## src/rtl/onehot_dec_pkg.sv

```systemverilog
// Shared constants and the one-hot helper for the registered one-hot decoder.
// The helper returns a wide vector; callers keep the low NUM_OUT bits.
package onehot_dec_pkg;

    localparam logic MODE_DIRECT = 1'b0;
    localparam logic MODE_WALK   = 1'b1;

    // Upper bound on NUM_OUT supported by onehot_of
    localparam int MAX_OUT = 64;

    function automatic logic [MAX_OUT-1:0] onehot_of(input int idx, input int num_out);
        logic [MAX_OUT-1:0] v;
        v = '0;
        for (int i = 0; i < MAX_OUT; i++) begin
            v[i] = (i == idx) && (i < num_out);
        end
        return v;
    endfunction

endpackage

```

## src/rtl/dec_walk_ptr.sv

```systemverilog
// Round-robin pointer for WALK mode: wraps at NUM_OUT, clear takes effect
// before the increment so a clear+inc beat uses index 0 and leaves the pointer at 1.
module dec_walk_ptr #(
    parameter int SEL_W   = 2,
    parameter int NUM_OUT = 4
) (
    input  logic             clk,
    input  logic             rst,
    input  logic             inc_i,
    input  logic             clr_i,
    output logic [SEL_W-1:0] idx_o
);

    localparam logic [SEL_W-1:0] LAST = SEL_W'(NUM_OUT - 1);

    logic [SEL_W-1:0] ptr_q;
    logic [SEL_W-1:0] ptr_d;
    logic [SEL_W-1:0] base;

    assign base  = clr_i ? '0 : ptr_q;
    assign idx_o = base;

    always_comb begin
        ptr_d = base;
        if (inc_i) begin
            ptr_d = (base == LAST) ? '0 : base + SEL_W'(1);
        end
    end

    always_ff @(posedge clk) begin
        if (rst) begin
            ptr_q <= '0;
        end else begin
            ptr_q <= ptr_d;
        end
    end

endmodule

```

## src/rtl/onehot_dec_reg.sv

```systemverilog
// Registered binary-to-one-hot decoder with valid/ready handshake, a DIRECT
// range check that flags selects >= NUM_OUT, and a round-robin WALK mode.
module onehot_dec_reg
    import onehot_dec_pkg::*;
#(
    parameter int SEL_W   = 2,
    parameter int NUM_OUT = 4
) (
    input  logic               clk,
    input  logic               rst,
    input  logic               in_valid,
    output logic               in_ready,
    input  logic [SEL_W-1:0]   sel,
    input  logic               mode,
    input  logic               walk_clr,
    output logic               out_valid,
    input  logic               out_ready,
    output logic [NUM_OUT-1:0] out_onehot,
    output logic [SEL_W-1:0]   out_idx,
    output logic               out_err
);

    logic               out_valid_q,  out_valid_d;
    logic [NUM_OUT-1:0] out_onehot_q, out_onehot_d;
    logic [SEL_W-1:0]   out_idx_q,    out_idx_d;
    logic               out_err_q,    out_err_d;

    logic               accept;
    logic               walk_acc;
    logic               sel_oor;
    logic [SEL_W-1:0]   walk_idx;
    logic [MAX_OUT-1:0] dec_full;

    assign in_ready = ~out_valid_q | out_ready;
    assign accept   = in_valid & in_ready;
    assign walk_acc = accept & (mode == MODE_WALK);
    assign sel_oor  = int'(sel) >= NUM_OUT;

    dec_walk_ptr #(
        .SEL_W   (SEL_W),
        .NUM_OUT (NUM_OUT)
    ) u_walk_ptr (
        .clk   (clk),
        .rst   (rst),
        .inc_i (walk_acc),
        .clr_i (walk_clr),
        .idx_o (walk_idx)
    );

    // Register only changes on accept or on a drain, so a stalled beat holds exactly
    always_comb begin
        out_valid_d  = out_valid_q;
        out_onehot_d = out_onehot_q;
        out_idx_d    = out_idx_q;
        out_err_d    = out_err_q;
        dec_full     = '0;
        if (accept) begin
            out_valid_d = 1'b1;
            if (mode == MODE_WALK) begin
                dec_full  = onehot_of(int'(walk_idx), NUM_OUT);
                out_idx_d = walk_idx;
                out_err_d = 1'b0;
            end else begin
                dec_full  = sel_oor ? '0 : onehot_of(int'(sel), NUM_OUT);
                out_idx_d = sel;
                out_err_d = sel_oor;
            end
            out_onehot_d = dec_full[NUM_OUT-1:0];
        end else if (out_ready) begin
            out_valid_d = 1'b0;
        end
    end

    always_ff @(posedge clk) begin
        if (rst) begin
            out_valid_q  <= 1'b0;
            out_onehot_q <= '0;
            out_idx_q    <= '0;
            out_err_q    <= 1'b0;
        end else begin
            out_valid_q  <= out_valid_d;
            out_onehot_q <= out_onehot_d;
            out_idx_q    <= out_idx_d;
            out_err_q    <= out_err_d;
        end
    end

    assign out_valid  = out_valid_q;
    assign out_onehot = out_onehot_q;
    assign out_idx    = out_idx_q;
    assign out_err    = out_err_q;

endmodule

```

## config.mk

```make
export PLATFORM = sky130hd
export DESIGN_NAME = onehot_dec_reg
export DESIGN_NICKNAME = d
export VERILOG_FILES = /design/src/rtl/onehot_dec_pkg.sv /design/src/rtl/dec_walk_ptr.sv /design/src/rtl/onehot_dec_reg.sv
export SDC_FILE = /design/constraint.sdc
export NUM_CORES = 1
export LEC_CHECK = 0
export CAP_MARGIN = 5
export CORE_AREA = 2 2 39 41
export CTS_CLUSTER_DIAMETER = 100
export DETAILED_ROUTE_END_ITERATION = 10
export DIE_AREA = 0 0 41 43
export DONT_BUFFER_PORTS = 1
export PLACE_DENSITY = 0.5
export SLEW_MARGIN = 20
export SYNTH_ARGS = -nofsm -noshare
export SYNTH_HDL_FRONTEND = slang
export SYNTH_SLANG_ARGS = --single-unit
```

## constraint.sdc

```tcl
create_clock -name clk -period 1.9 [get_ports clk]
set_input_delay 0.38 -clock clk [delete_from_list [all_inputs] [get_ports clk]]
set_output_delay 0.38 -clock clk [all_outputs]
set_load 0.01 [all_outputs]
```

==> qor.csv <==
stage,metric,value,unit
synthesis,Mapped Nets,61,
sta,highest clock rate,826,MHz
floorplan,I/O Pins,17,
clock_tree,CTS resizes,0,
place,I/O Buffers,0,
worst_setup_path,Critical R2R Launch,out_valid$_SDFFE_PP0P_,
synthesis,Synth Instances,52,
sta,RSZ-0062 raised after global routing,false,
global_routing,largest net degree at the start of global routing,14,
global_routing,vias in the first global route,367,
detailed_routing,first-pass detailed-route iteration total,2,
cells_and_area,area of the multi-input gates,275,um2
detailed_routing,number of remaining DRC errors,0,
floorplan,# rows,14,
clock_tree,CTS tree,built,
power,Leak Pwr,0.170,nW
min_path,hold path cells,1,
cells_and_area,Area Growth Syn to Fin,0.498,%
cells_and_area,"Core Util, Final",0.365,
sta,crit path time final,1210,ps
global_routing,initial antenna violation count,0,
detailed_routing,Avg Vias per Cell,5.44,
worst_setup_path,Setup crit end kind,primary output,
worst_setup_path,critical path arrival,830,ps
clock_tree,maximum root-to-sink buffer count,2,
cells_and_area,antenna diode count,0,
synthesis,Synth cell types,22,
sta,Fin Clk Skew,8.57,ps
power,maximum VDD drop,0.370,mV
synthesis,Syn Area/Cell,9.67,um2
clock_tree,total setup buffers inserted after CTS,0,
worst_setup_path,flop2flop setup slack,720,ps
worst_setup_path,Critical Path Start,out_valid$_SDFFE_PP0P_,
job,maxcap violations,0,
detailed_routing,starting DRC count in detailed routing,3,
floorplan,Die Ht,43,um
cells_and_area,layout cells sized above 1,0.180,
worst_setup_path,max incr delay on CP,420,ps
sta,Tcrit/Tclk final,0.637,
synthesis,YS warnings,0,
place,GPL Wtd Cong,0.787,
power,Pwr Total,0.402,mW
floorplan,die area,1760,um2
sta,TNS Setup,0,ps
sta,Slew Limit Fails,0,
worst_setup_path,FF-to-FF End,out_idx[0]$_SDFFE_PP0P_,
min_path,hold wc startpoint,rst,
detailed_routing,via count,359,
cells_and_area,Final #Nets,60,
global_routing,overall routing resource usage,0.142,
detailed_routing,"wirelength, routed",929,um
worst_setup_path,CP Class,reg -> out,
detailed_routing,post-route ant nets,0,
global_routing,grt ovf,0,
sta,Fin. Hold Viols,0,
worst_setup_path,slowest CP cell,dfxtp_1,
clock_tree,H-tree Lvls,1,
worst_setup_path,family with the most delay on the worst path,flip-flops,
sta,Finish-stage setup viols,0,
power,P per Cell Area,796,nW/um2
detailed_routing,WL/cell,14.1,um
synthesis,Synth Cell Area,503,um2
clock_tree,hold_buf cts,0,
worst_setup_path,Buf/Inv on CP,0,
cells_and_area,register area,180,um2
clock_tree,clk root buf,clkbuf_4,
worst_setup_path,crit path cell chain,nand2b_4,
clock_tree,Clock transition at path regs,60,ps
min_path,kind of path behind the tightest hold check,in -> reg,
global_routing,global-route wire length before repair,1.61,mm
synthesis,sequential share of the synthesized area,0.358,
clock_tree,CTS Sinks,9,
synthesis,Synth Register Bits,9,
cells_and_area,fillers,152,
worst_setup_path,startpoint types,flop,
min_path,WHS Endpoint,out_idx[0]$_SDFFE_PP0P_,
floorplan,initial core utilization,0.363,
floorplan,Core Area,1380,um2
worst_setup_path,Worst Reg-to-Reg Cells,3,
floorplan,Die X,41,um
worst_setup_path,CP required,1520,ps
run_status,status,completed,
clock_tree,CTS buffer count,3,
worst_setup_path,CP max FO,13,
clock_tree,Worst-Skew Late Latency,260,ps
==> stage by stage <==
stage	setup slack, ps	cells	cell area, um2	hold WS, ps
after floorplan	819	52	503	533
final	690	66	505	178
after CTS	678	66	505	172
after global placement	711	62	479	451
after global routing	620	66	505	164
after detailed placement	706	62	479	448
==> cell families after synthesis <==
logic type      synth area share
other cells              0.00746
simple gates               0.209
buf+inv                   0.0945
flops                      0.358
compound gates             0.306
fa+ha+maj                 0.0249
==> state kept, by name, indices dropped and copies added, names as in the netlist <==
| name | cells |
|---|---|
| out_onehot | 4 |
| out_valid | 1 |
| out_idx | 2 |
| u_walk_ptr.ptr_q | 2 |
==> Yosys cell counts <==
cell type | number | area, um2
a311oi_1 | 1 | 8.76
nand3_1 | 2 | 10.0
inv_1 | 1 | 3.75
conb_1 | 1 | 3.75
a211oi_1 | 1 | 7.51
a21oi_1 | 10 | 50.1
nand2b_4 | 2 | 27.5
nand4b_1 | 1 | 8.76
nor3_1 | 1 | 5.00
clkbuf_1 | 1 | 3.75
a211oi_2 | 2 | 25.0
dfxtp_1 | 9 | 180
and2_1 | 2 | 12.5
nand2b_1 | 3 | 18.8
a311oi_2 | 2 | 30.0
buf_6 | 2 | 22.5
a21o_1 | 2 | 15.0
ha_1 | 1 | 12.5
buf_4 | 1 | 7.51
buf_2 | 2 | 10.0
nand3b_1 | 3 | 22.5
o22a_1 | 2 | 17.5
==> how the worst max path moves through the flow <==
stage | endpoint | slack [ps] | cells past startpoint
4_1_cts | in_ready | 680 | 1
5_1_grt | out_idx[0]$_SDFFE_PP0P_ | 620 | 3
6_report | in_ready | 690 | 1
2_1_floorplan | out_onehot[1]$_SDFFE_PP0P_ | 820 | 4
3_5_place_dp | out_idx[0]$_SDFFE_PP0P_ | 710 | 3
3_3_place_gp | out_idx[0]$_SDFFE_PP0P_ | 710 | 3
==> where the power goes <==
part / switching (mW) / internal (mW)
Sequential: 0.0134 / 0.201
Clock: 0.0632 / 0.0807
Combinational: 0.0216 / 0.0224
==> cells in the final DEF, fill, tap and decap left out, drive strengths merged <==
cell,instances
nand3b,3
ha,1
a211oi,3
a311oi,3
clkbuf,4
a21oi,10
dfxtp,9
a21o,2
conb,1
nand4b,1
and2,2
inv,1
nand2b,5
nor3,1
o22a,2
nand3,2
==> layer usage <==
layer | global-route usage | wire length (um) | vias to the layer above | part of all wire
met1 | 0.191 | 374 | 163 | 0.40
met4 | 0.0400 | 12 | 0 | 0.013
met3 | 0.105 | 96 | 2 | 0.10
met2 | 0.175 | 446 | 11 | 0.48
li1 | - | - | 183 | -
met5 | 0 | 0 | - | 0
==> cell type report <==
cell class / count / area share
clock buffer: 4 / 0.0520
inverter: 1 / 0.00743
multi-input combinational: 36 / 0.545
sequential: 9 / 0.356
tap: 16 / 0.0396
No activity file was read; power rests on OpenSTA's default activity.
